## src/rtl/display_pkg.sv

```systemverilog
// Shared constants for the seven-segment scanner: active-low glyphs (g..a) and
// the number of brightness phases per digit slot.
package display_pkg;

   localparam int PHASE_COUNT = 16;

   localparam logic [6:0] SEG_0     = 7'h40;
   localparam logic [6:0] SEG_1     = 7'h79;
   localparam logic [6:0] SEG_2     = 7'h24;
   localparam logic [6:0] SEG_3     = 7'h30;
   localparam logic [6:0] SEG_4     = 7'h19;
   localparam logic [6:0] SEG_5     = 7'h12;
   localparam logic [6:0] SEG_6     = 7'h02;
   localparam logic [6:0] SEG_7     = 7'h78;
   localparam logic [6:0] SEG_8     = 7'h00;
   localparam logic [6:0] SEG_9     = 7'h10;
   localparam logic [6:0] SEG_A     = 7'h08;
   localparam logic [6:0] SEG_B     = 7'h03;
   localparam logic [6:0] SEG_C     = 7'h46;
   localparam logic [6:0] SEG_D     = 7'h21;
   localparam logic [6:0] SEG_E     = 7'h06;
   localparam logic [6:0] SEG_F     = 7'h0E;
   localparam logic [6:0] SEG_BLANK = 7'h7F;

endpackage

```

## src/rtl/seg7_hex_decode.sv

```systemverilog
// Combinational hex nibble to active-low seven-segment glyph (bit 6 = g, bit 0 = a).
module seg7_hex_decode
   import display_pkg::*;
(
   input  logic [3:0] nibble,
   output logic [6:0] seg
);

   always_comb begin
      seg = SEG_BLANK;
      case (nibble)
         4'h0: seg = SEG_0;
         4'h1: seg = SEG_1;
         4'h2: seg = SEG_2;
         4'h3: seg = SEG_3;
         4'h4: seg = SEG_4;
         4'h5: seg = SEG_5;
         4'h6: seg = SEG_6;
         4'h7: seg = SEG_7;
         4'h8: seg = SEG_8;
         4'h9: seg = SEG_9;
         4'hA: seg = SEG_A;
         4'hB: seg = SEG_B;
         4'hC: seg = SEG_C;
         4'hD: seg = SEG_D;
         4'hE: seg = SEG_E;
         4'hF: seg = SEG_F;
         default: seg = SEG_BLANK;
      endcase
   end

endmodule

```

## src/rtl/seg_display_scan.sv

```systemverilog
// Multiplexed seven-segment scanner: per-frame input snapshot, leading-zero
// blanking, 16-phase brightness PWM and registered, glitch-free an/cat outputs.
module seg_display_scan
   import display_pkg::*;
#(
   parameter int DIGITS  = 4,
   parameter int CLK_DIV = 50000
) (
   input  logic                clk,
   input  logic                rst,
   input  logic [4*DIGITS-1:0] value,
   input  logic [DIGITS-1:0]   dp,
   input  logic                lz_blank,
   input  logic [3:0]          bright,
   output logic [DIGITS-1:0]   an,
   output logic [7:0]          cat,
   output logic                frame_start
);

   localparam int PHASE_LEN = CLK_DIV / PHASE_COUNT;
   localparam int DIV_W     = (CLK_DIV > 1) ? $clog2(CLK_DIV) : 1;
   localparam int SUB_W     = (PHASE_LEN > 1) ? $clog2(PHASE_LEN) : 1;
   localparam int IDX_W     = $clog2(DIGITS);

   localparam logic [DIV_W-1:0] DIV_LAST = DIV_W'(CLK_DIV - 1);
   localparam logic [SUB_W-1:0] SUB_LAST = SUB_W'(PHASE_LEN - 1);
   localparam logic [IDX_W-1:0] IDX_LAST = IDX_W'(DIGITS - 1);

   logic [DIV_W-1:0]    div_p0;
   logic [SUB_W-1:0]    sub_p0;
   logic [3:0]          phase_p0;
   logic [IDX_W-1:0]    idx_p0;

   logic [4*DIGITS-1:0] snap_value;
   logic [DIGITS-1:0]   snap_dp;
   logic                snap_lz;
   logic [3:0]          snap_bright;

   logic                capture;
   logic [4*DIGITS-1:0] eff_value;
   logic [DIGITS-1:0]   eff_dp;
   logic                eff_lz;
   logic [3:0]          eff_bright;
   logic [DIGITS-1:0]   blank;
   logic                zero_above;
   logic [3:0]          nib;
   logic [6:0]          glyph;
   logic                lit;
   logic [DIGITS-1:0]   an_next;
   logic [7:0]          cat_next;

   // The capture cycle already displays the freshly captured values, so the
   // first slot of every frame uses the same data as the rest of the frame.
   assign capture    = (div_p0 == '0) && (idx_p0 == '0);
   assign eff_value  = capture ? value    : snap_value;
   assign eff_dp     = capture ? dp       : snap_dp;
   assign eff_lz     = capture ? lz_blank : snap_lz;
   assign eff_bright = capture ? bright   : snap_bright;

   always_comb begin
      zero_above = 1'b1;
      blank      = '0;
      for (int k = DIGITS - 1; k >= 0; k--) begin
         zero_above = zero_above & (eff_value[4*k +: 4] == 4'h0);
         if (k != 0) blank[k] = eff_lz & zero_above;
      end
   end

   assign nib = eff_value[{idx_p0, 2'b00} +: 4];

   seg7_hex_decode u_decode (
      .nibble (nib),
      .seg    (glyph)
   );

   assign lit = (phase_p0 < eff_bright);

   always_comb begin
      an_next  = '1;
      cat_next = 8'hFF;
      if (lit) begin
         an_next[idx_p0] = 1'b0;
         cat_next        = {~eff_dp[idx_p0], blank[idx_p0] ? SEG_BLANK : glyph};
      end
   end

   // p0 -> p1: counters advance, outputs register the decode of the current slot
   always_ff @(posedge clk) begin
      if (rst) begin
         div_p0      <= '0;
         sub_p0      <= '0;
         phase_p0    <= '0;
         idx_p0      <= '0;
         snap_value  <= '0;
         snap_dp     <= '0;
         snap_lz     <= 1'b0;
         snap_bright <= '0;
         an          <= '1;
         cat         <= 8'hFF;
         frame_start <= 1'b0;
      end else begin
         an          <= an_next;
         cat         <= cat_next;
         frame_start <= capture;
         if (capture) begin
            snap_value  <= value;
            snap_dp     <= dp;
            snap_lz     <= lz_blank;
            snap_bright <= bright;
         end
         if (div_p0 == DIV_LAST) begin
            div_p0   <= '0;
            sub_p0   <= '0;
            phase_p0 <= '0;
            idx_p0   <= (idx_p0 == IDX_LAST) ? '0 : idx_p0 + 1'b1;
         end else begin
            div_p0 <= div_p0 + 1'b1;
            if (sub_p0 == SUB_LAST) begin
               sub_p0   <= '0;
               phase_p0 <= phase_p0 + 1'b1;
            end else begin
               sub_p0 <= sub_p0 + 1'b1;
            end
         end
      end
   end

endmodule

```

## config.mk

```make
export PLATFORM = sky130hd
export DESIGN_NAME = seg_display_scan
export DESIGN_NICKNAME = d
export VERILOG_FILES = /design/src/rtl/display_pkg.sv /design/src/rtl/seg7_hex_decode.sv /design/src/rtl/seg_display_scan.sv
export SDC_FILE = /design/constraint.sdc
export NUM_CORES = 1
export LEC_CHECK = 0
export BUFFER_PORTS_ARGS = -buffer_cell sky130_fd_sc_hd__buf_2
export CAP_MARGIN = 10
export CELL_PAD_IN_SITES_DETAIL_PLACEMENT = 0
export CELL_PAD_IN_SITES_GLOBAL_PLACEMENT = 1
export CORE_UTILIZATION = 40
export CTS_CLUSTER_DIAMETER = 150
export CTS_CLUSTER_SIZE = 10
export DETAILED_ROUTE_END_ITERATION = 8
export PLACE_DENSITY_LB_ADDON = 0.2
export SYNTH_ARGS = -nofsm -noshare
export SYNTH_HDL_FRONTEND = slang
export SYNTH_HIERARCHICAL = 1
export SYNTH_SLANG_ARGS = --single-unit
```

## constraint.sdc

```tcl
create_clock -name clk -period 3.3 [get_ports clk]
set_input_delay 0.33 -clock clk [delete_from_list [all_inputs] [get_ports clk]]
set_output_delay 0.33 -clock clk [all_outputs]
set_load 0.02 [all_outputs]
```

# == Yosys cells after proc, flatten, opt, wreduce, memory -nomap -nowiden ==
# Memories as Yosys holds them, arrays and structs flattened. A register that Yosys moved wholly into a read port is not among the register bits.
# Index checks and enable logic that the tools add are counted.
# op_classes
n_addsub,4
n_lt_le_gt_ge,3
eq_ne,3
shift,1
mux,11
bitwise_logic,8
n_reduce_logical,11
# ops
cell,count
adder 16 x 1 -> 16 bit (second input constant),1
== test 16 bit (second input constant),1
logical NOT 16 bit,1
2-to-1 mux 16 bit,1
indexed part select 16 x 5 -> 4 bit,1
adder 12 x 1 -> 12 bit (second input constant),1
== test 12 bit (second input constant),1
logical NOT 4 bit,3
2-to-1 mux 4 bit,2
OR reduction 3 bit,2
AND 1 bit,5
adder 4 x 1 -> 4 bit (second input constant),1
binary-select mux 1 bit (select 2 bit),2
less-than comparator 4 bit,1
2-to-1 mux 1 bit,4
inverter 4 bit,1
OR reduction 2 bit,2
less-than comparator 2 x 3 -> 1 bit (second input constant),1
adder 2 x 1 -> 2 bit (second input constant),1
demux 1 bit (select 2 bit),1
== test 2 bit (second input constant),1
>= comparator 2 x 1 -> 1 bit (second input constant),1
logical AND 1 bit,2
logical NOT 2 bit,1
2 further kinds,3
# word_totals
ff_bits,65
mem_bits_ro,112
in_bits,27
word_cells,53
memories,1
# memory_table
name,depth,width,rd,rd_ports_with_merged_regs,write_ports,line_no,rtl
(no name shown),16,7,1,1,0,seg7_hex_decode.sv:11,case (nibble)

# == Longest topological paths before layout ==
# Gate-level depths: netlist of run 1.
# logic_depth
ltp_word,10
depth_mapped,17

# == Cells and area by module ==
# The synthesis of run 1 kept the hierarchy.
# modules_own_cells
mod,instances,cells_per_inst,area_each_um2
seg_display_scan,1,377,3434.5
seg7_hex_decode,1,32,275.3

# == Worst setup path after synthesis of run 1 ==
# OpenSTA, ideal clock, no wires.
# synth_timing
path_type,flip-flop to flip-flop
start,register idx_p0[0]
end,register cat[0]
setup_ns,0.079
t_arrival_ns,3.489
t_required_ns,3.221
slack_ns,-0.268
path_stages_with_launch,18
n_path_buf,3
period_less_slack_ns,3.568
cell_sequence,dfxtp_1 -> clkbuf_1 -> clkinv_1 -> ha_1 -> nor2b_1 -> and3_1 -> buf_6 -> nand2_8 -> buf_8 -> mux4_2 -> mux2_4 -> inv_1 -> ha_1 -> and2b_2 -> or3b_1 -> o21ai_0 -> inv_1 -> o211ai_1
# synth_between
elab_cells_between_ends,19
cone_classes,order compare: 1; shift: 1; mux: 5; bitwise: 6; reduce/logical: 6
# synth_lines
element,line_no,rtl
"start, declared",seg_display_scan.sv:32,logic [IDX_W-1:0] idx_p0;
"start signal, assigned",seg_display_scan.sv:115,idx_p0 <= (idx_p0 == IDX_LAST) ? '0 : idx_p0 + 1'b1;
logical NOT 2 bit,seg_display_scan.sv:54,assign capture = (div_p0 == '0) && (idx_p0 == '0);
logical AND 1 bit,seg_display_scan.sv:54,
2-to-1 mux 16 bit,--,
indexed part select 16 x 5 -> 4 bit (*),seg_display_scan.sv:69,"assign nib = eff_value[{idx_p0, 2'b00} +: 4];"
net nib[1],seg_display_scan.sv:46,logic [3:0] nib;
"end, declared",seg_display_scan.sv:16,"output logic [7:0] cat,"
# The timed path passes the listed nets; every way through them passes the cells marked *. The select of a mux whose other input is x is not followed.
# A chain may end at the register's enable or synchronous reset.

# == Final worst setup path of run 1 ==
# layout_timing
start,register div_p0[0]
end,register cat[0]
# layout_between
elab_cells_between_ends,19
cone_classes,order compare: 1; shift: 1; mux: 5; bitwise: 6; reduce/logical: 6
# layout_lines
element,line_no,rtl
"start, declared",seg_display_scan.sv:29,logic [DIV_W-1:0] div_p0;
"start signal, assigned",seg_display_scan.sv:117,div_p0 <= div_p0 + 1'b1;
logical NOT 16 bit,seg_display_scan.sv:54,
logical AND 1 bit,seg_display_scan.sv:54,
2-to-1 mux 16 bit,--,
indexed part select 16 x 5 -> 4 bit,seg_display_scan.sv:69,
net nib[1],seg_display_scan.sv:46,
# The timed path passes the listed nets, and every way through them passes these cells. The select of a mux whose other input is x is not followed.

==> summary.md, run 1 <==
| Metric | Value |
|---|---|
| Status | completed |
| I/O pin cnt | 40 |
| Rows | 34 |
| Classification of the worst setup path | flop to flop |
| Register-to-Register Path Depth | 14 |
| Async S/R FF share, synth | 0% |
| WHS Path Cells | 3 |
| CTS Buffer Depth | 2 |
| Leakage | about 1.8 nW |
| Layout Cells excl Fill | between 500 and 600 |
| Synth Instances | around 410 |
| Reg2reg start | div_p0[0]$_SDFF_PP0_ |
| Worst Setup End Kind | flop |
| TritonCTS clock tree | yes |
| Max_cap viols | 0 |
| Routed Antenna Nets | 0 |
| Crit Path Max Fanout | 15 |
| Slew Viols, Final | 0 |
| CTS root buf | clkbuf_8 |
| Final hold vios | 0 |
| Detailed Route WL | 8118 um |
| Filler cell count | around 870 |
| Worst-margin pin slew | roughly 670 ps |
| YS warnings | 6 |
| DRC violation count after routing | 0 |
| Hold Startpoint | dp[0] |
| Yosys top cell by area | dfxtp_1 |
| Die ar. | 9664 sq um |
| DP Wirelength | between 5000 and 6000 um |
| Unique masters post-synth | 55 |
| Htree depth | 3 |
| Cts bufs inserted | 9 |
| Initial Util | between 40% and 50% |
| Placed instance count | about 550 |
| Via/cell ratio | about 5.1 |
| Setup TNS | 0 ps |
| Clk Latency, worst-skew pair | 350 ps |
| Core ar. | just under 9000 sq um |
| Clock Pin Slew Worst Setup and Hold Paths | ~80 ps |
| PD cells | between 500 and 600 nW/um^2 |
| CP Data Required Time | 3570 ps |
| Worst r2r dst | cat[0]$_SDFF_PP1_ |
| Seq/Total Area, Yosys | between 30 and 40% |
| Flop-to-flop setup slack | around 180 ps |
| Die Ht | 98.31 um |
| Post-synth EDFFs | 0 |
| Drt wl/cell | about 14 um |
| Sw frac | 24.21% |
| Port bufs | 39 |
| Skew final | 10.88 ps |
| Area Growth Syn to Fin | 17.00% |
| Sw Pwr | 0.5726 mW |
| Largest net degree at the start of global routing | 32 |
| Overflow after GRT | 0 |
| Share of cells above drive strength 1 | between 20% and 30% |
| Worst vdd ir | approximately 0.00030 V |
| Initial antenna violation count | 0 |
| Global-route wire length before repair | 13970 um |
| Worst hold path class | primary input to flop |
| DRT iter0 DRCs | 100 |
| Clk pwr share | a little over two fifths |
| Total global-route track usage | a little under a fifth |
| Logic gate share of total power | 16.4% |
| Clock Sink Count | 72 |
| DR pass1 iterations | 6 |
| WP data arrival | 3390 ps |
| Top cell type's share of synthesized area | around 39% |
| Vias in the first global route | 2895 |
| Routed vias | a little under 3000 |
| Final min period | ~3100 ps |
| Critical Path Source Type | flop |
| Flop pwr share | 40.3% |
| Final setup violation count | 0 |
| Synth Register Bits | 72 |
| Main synth FF type | dfxtp_1 |
| Leading cell types by count after synthesis | 72 x dfxtp_1, 72 x nand2_1, 46 x nor2_1 |
| Hold Path Sink | snap_dp[0]$_SDFF_PP0_ |
| Chip width | around 98 um |
| Synth Cell Area | approximately 3700 sq um |
| Nets | roughly 500 |
| Hold slack | 228.4 ps |
| Internal power | about 1.8 mW |
| Mean Syn Cell Area | 9.070 sq um |
| Core Util, Final | between 40% and 50% |
| Largest cells by area after synthesis | dfxtp_1 39%, nand2_1 7.3%, ha_1 6.4%, nor2_1 4.7%, mux4_1 3.5% |
| Relative slew slack | ~55% |
| Mapped Nets | 455 |
| Fin crit share | 94.67% |
| # diodes | 0 |
| Final GP Congestion | approximately 0.82 |
| Max Fclk | around 320 MHz |
-- critical path: stages (launching register included) --
cell and delay [ps]:
dfxtp_2 340, inv_1 60, ha_1 150, nor4b_4 250
and3_4 280, nand2_8 100, mux4_2 470, mux2_4 310
inv_2 100, ha_1 180, and2b_2 220, or3b_1 360
o21ai_0 80, inv_1 50, o211ai_1 80
-- registers in the layout (all words and copies together), names as in the netlist --
name / flops
an: 4
cat: 8
div_p0: 16
frame_start: 1
idx_p0: 2
phase_p0: 4
snap_bright: 4
snap_dp: 4
snap_lz: 1
snap_value: 16
sub_p0: 12
-- layout by cell type, fill, tap and decap left out, types with 8 or more instances in the layout --
cell type  instances
buf_2             39
dfxtp_1           69
nand2_1           72
nor4_1             8
and3_1             8
nand3_1           11
ha_1              19
o211ai_1           9
a21oi_1           24
clkbuf_8          11
inv_1             20
buf_4             13
mux2i_1            9
xnor2_1           13
nor2_1            46
xor2_1            14
-- cell families (layout without fill, tap and decap cells) --
logic type      Yosys count  after routing  share of synthesized area [%]
mux                      24             24                          10.52
flops                    72             72                          38.85
simple gates            172            172                          22.63
compound gates           54             54                          9.950
xor+xnor                 27             27                          6.374
buf+inv                  41             90                          5.261
fa+ha+maj                19             19                          6.408
-- through the flow --
step	total power, mW	area (sq um)	setup slack [ps]
after floorplan	1.258	3726	4.843
after global placement	1.355	4023	148.5
after detailed placement	1.360	4023	103.0
after CTS	2.388	4324	80.87
after global routing	2.470	4340	-8.793
final	2.365	4340	175.9
-- power groups by stage --
stage	logic [mW]	clock network (mW)	registers [mW]
after floorplan	0.265	0	0.993
after global placement	0.383	0	0.972
after detailed placement	0.387	0	0.973
after CTS	0.388	1.05	0.953
after global routing	0.432	1.08	0.960
final	0.388	1.02	0.953
-- metal layers --
| layer | global-route usage, % | share of wire (%) |
|---|---|---|
| met5 | 0 | 0 |
| met4 | 5.855 | 1.4 |
| met3 | 4.009 | 3.2 |
| met2 | 29.04 | 45 |
| met1 | 24.43 | 51 |
-- worst max path at each step --
stage / from / to / slack, ps / depth (start not counted)
floorplan: idx_p0[1]$_SDFFE_PP0P_ / cat[0]$_SDFF_PP1_ / 5 / 17
global placement: div_p0[0]$_SDFF_PP0_ / cat[0]$_SDFF_PP1_ / 150 / 14
detailed placement: div_p0[0]$_SDFF_PP0_ / cat[0]$_SDFF_PP1_ / 100 / 14
CTS: div_p0[0]$_SDFF_PP0_ / cat[0]$_SDFF_PP1_ / 80 / 14
global route: div_p0[0]$_SDFF_PP0_ / cat[0]$_SDFF_PP1_ / -9 / 14
finish: div_p0[0]$_SDFF_PP0_ / cat[0]$_SDFF_PP1_ / 180 / 14
-- final cells by class --
type | count | area [sq um] | share of cell area (%)
Sequential cell | 72 | 1445 | 33.30
Clock inverter | 5 | 150.1 | 3.459
Multi-Input combinational cell | 296 | 2078 | 47.88
Tap cell | 108 | 135.1 | 3.113
Inverter | 22 | 87.58 | 2.018
Clock buffer | 11 | 151.4 | 3.488
Timing Repair Buffer | 52 | 292.8 | 6.745
-- timing repair --
action | in CTS | in global routing
hold endpoints to repair | 0 | 0
setup endpoints to repair | 0 | 2
setup buffers | 0 | 1
resized for setup | 0 | 5
hold buffers | 0 | 0
(Power assumes the default switching activity.)
==> run 2, diff against run 1 <==
--- a/config.mk
+++ b/config.mk
@@ -7,9 +7,9 @@
 export LEC_CHECK = 0
 export BUFFER_PORTS_ARGS = -buffer_cell sky130_fd_sc_hd__buf_2
 export CAP_MARGIN = 10
-export CELL_PAD_IN_SITES_DETAIL_PLACEMENT = 0
-export CELL_PAD_IN_SITES_GLOBAL_PLACEMENT = 1
-export CORE_UTILIZATION = 40
+export CELL_PAD_IN_SITES_DETAIL_PLACEMENT = 1
+export CELL_PAD_IN_SITES_GLOBAL_PLACEMENT = 2
+export CORE_UTILIZATION = 33
 export CTS_CLUSTER_DIAMETER = 150
 export CTS_CLUSTER_SIZE = 10
 export DETAILED_ROUTE_END_ITERATION = 8
==> run 2 against run 1 <==
Utilization decreased by 9.7 points. Via count increased by 4.5%. Maximum frequency decreased by 0.50%. Clock-buffer cell count decreased by 1. Design area decreased by 1.2%. Worst setup slack got worse by 16 ps. Total power decreased by 14%. Sequential cell count unchanged. Critical endpoint is now cat[3]$_SDFF_PP1_.
==> summary.md, run 2 (synthesis results as in run 1) <==
| Metric | Value |
|---|---|
| Status | completed |
| Nets | 503 |
| Fin crit share | 95.14% |
| Skew final | 14.67 ps |
| Detailed Route WL | 9481 um |
| Max_cap viols | 0 |
| Sw Pwr | ~0.63 mW |
| Total power | roughly 2 mW |
| Final setup violation count | 0 |
| Reg2reg start | div_p0[1]$_SDFF_PP0_ |
| Flop-to-flop setup slack | around 160 ps |
| Worst vdd ir | 0.0001844 V |
| Final GP Congestion | ~0.78 |
| Relative slew slack | 56.56% |
| Met1 Wirelength | about 4500 um |
| # diodes | 0 |
| Classification of the worst setup path | flop to flop |
| Worst r2r dst | cat[3]$_SDFF_PP1_ |
| Top routing layer in use | met4 |
| Cell Chain, Critical Path | inv_1 > ha_1 > nor4b_4 > and3_2 > nand2_8 > buf_4 > mux4_1 > mux2_4 > inv_1 > ha_1 > inv_1 > mux4_1 > inv_1 > o211ai_1 |
| Sw frac | between 30% and 40% |
| Global-route wire length before repair | roughly 16000 um |
| # hold bufs at CTS | 0 |
| Met2 WL | ~4600 um |
| Critical path buffers and inverters | 5 |
| WHS Path Cells | 3 |
| Crit Path Max Fanout | 8 |
| WL met3 | roughly 260 um |
| Htree depth | 3 |
| Register-to-Register Path Depth | 14 |
| Max Fclk | 318.5 MHz |
| Slew Viols, Final | 0 |
| DRT iter0 DRCs | between 90 and 100 |
| Internal power | between 1 and 1.5 mW |
| I/O pin cnt | 40 |
| CP Data Required Time | ~3500 ps |
| Hold Path Sink | snap_dp[0]$_SDFF_PP0_ |
| Final min period | about 3100 ps |
| Routed vias | between 3000 and 4000 |
| Delay-heaviest family, CP | multiplexers |
| Initial antenna violation count | 0 |
| Crit-path max cell delay | between 400 and 500 ps |
| Worst-margin pin slew | 651.6 ps |
| DR pass1 iterations | 5 |
| Rows | 38 |
| Share of cells above drive strength 1 | 21.21% |
| CTS root buf | clkbuf_8 |
| Largest net degree at the start of global routing | 32 |
| DRC violation count after routing | 0 |
| Core ar. | around 11000 sq um |
| Worst path most repeated cell | inv_1 |
| WP data arrival | about 3400 ps |
| Cts bufs inserted | 9 |
| DP Wirelength | 7119 um |
| PD cells | roughly 470 nW/um^2 |
| Most common cell after layout, fill and taps aside | nand2_1 |
| Drt wl/cell | roughly 16 um |
| Core Util, Final | about two fifths |
| Routed Antenna Nets | 0 |
| Overflow after GRT | 0 |
| Vias in the first global route | roughly 3000 |
| Flop pwr share | a little under half |
| Via/cell ratio | ~5.0 |
| Most frequent cells in the layout | 72 x nand2_1, 70 x dfxtp_1, 46 x nor2_1 |
| Logic gate share of total power | 20.3% |
| Clk pwr share | approximately 33% |
| Area Growth Syn to Fin | 15.62% |
| Final hold vios | 0 |
| CTS Buffer Depth | 2 |
| Total global-route track usage | 17.65% |
| Clock Pin Slew Worst Setup and Hold Paths | 90 ps |
| Worst hold path class | primary input to flop |
| Port bufs | 39 |
| Initial Util | between 30% and 40% |
| Worst Setup End Kind | flop |
| TritonCTS clock tree | yes |
| Clock Sink Count | 72 |
| Pre-CTS WS | 14.53 ps |
| Die Ht | about 110 um |
| Hold slack | 230.7 ps |
| Critical Path Source Type | flop |
| Slowest-stage cell, CP | mux4_1 |
| Final WS setup | ~160 ps |
| Clk Latency, worst-skew pair | between 300 and 400 ps |
| Hold Startpoint | dp[0] |
| Filler cell count | roughly 1300 |
| Die ar. | 11670 sq um |
| Top Registers | div_p0: 16 flops, snap_value: 16 flops, sub_p0: 12 flops |
| Leakage | 1.754 nW |
| Chip width | 108.0 um |
==> run 2: cell count changes in the layout (fill, tap and decap cells not counted), moves of 2 or more <==
cell        delta
clkinvlp_4     +2
bufinv_16      -5
buf_4          +4
clkinv_2       +2
==> run 2: how the worst max path moves through the flow <==
stage,start,end,slack (ps),depth (start not counted)
after floorplan,idx_p0[1]$_SDFFE_PP0P_,cat[0]$_SDFF_PP1_,5,17
after global placement,idx_p0[0]$_SDFFE_PP0P_,cat[0]$_SDFF_PP1_,150,14
after detailed placement,idx_p0[0]$_SDFFE_PP0P_,cat[0]$_SDFF_PP1_,10,14
after CTS,idx_p0[0]$_SDFFE_PP0P_,cat[0]$_SDFF_PP1_,7,14
after global routing,div_p0[1]$_SDFF_PP0_,cat[3]$_SDFF_PP1_,-7,14
final,div_p0[1]$_SDFF_PP0_,cat[3]$_SDFF_PP1_,160,14
==> run 2: worst min-delay path: cells and delay by family <==
family	cells	cell delay (ps)
compound gates	1	50
buf+inv	1	110
simple gates	1	50
==> run 2: per-layer routing <==
layer / up-vias / GRT usage, %
met1: 1473 / 22.38
met4: 0 / 6.067
met3: 14 / 4.039
met5: - / 0
li1: 1498 / -
met2: 41 / 29.34
==> run 2: layout make-up <==
class,instances,area (sq um),area share [%]
multi-input combinational,296,2077,48.42
timing repair buffer,56,322.8,7.526
clock buffer,10,137.6,3.209
tap,140,175.2,4.084
sequential,72,1444,33.66
inverter,22,90.09,2.100
clock inverter,6,42.54,0.9918
==> run 2: timing repair <==
| item | CTS | global route |
|---|---|---|
| setup buffers | 0 | 4 |
| setup endpoints to repair | 1 | 8 |
| resized for setup | 0 | 5 |
| pin swaps | 1 | 0 |
==> run 2: through the flow <==
| stage | setup TNS [ps] | cells | instance area [sq um] |
|---|---|---|---|
| after floorplan | 0 | 409 | 3726 |
| after global placement | 0 | 582 | 4070 |
| after detailed placement | 0 | 582 | 4070 |
| after CTS | 0 | 598 | 4250 |
| after global routing | -6.760 | 602 | 4289 |
| final | 0 | 602 | 4289 |
==> run 2: power groups by stage <==
stage | Clock [mW] | Combinational (mW) | Sequential (mW)
finish | 0.659 | 0.410 | 0.955
CTS | 0.678 | 0.402 | 0.955
floorplan | 0 | 0.265 | 0.993
detailed placement | 0 | 0.403 | 0.976
global placement | 0 | 0.394 | 0.973
global route | 0.720 | 0.455 | 0.962
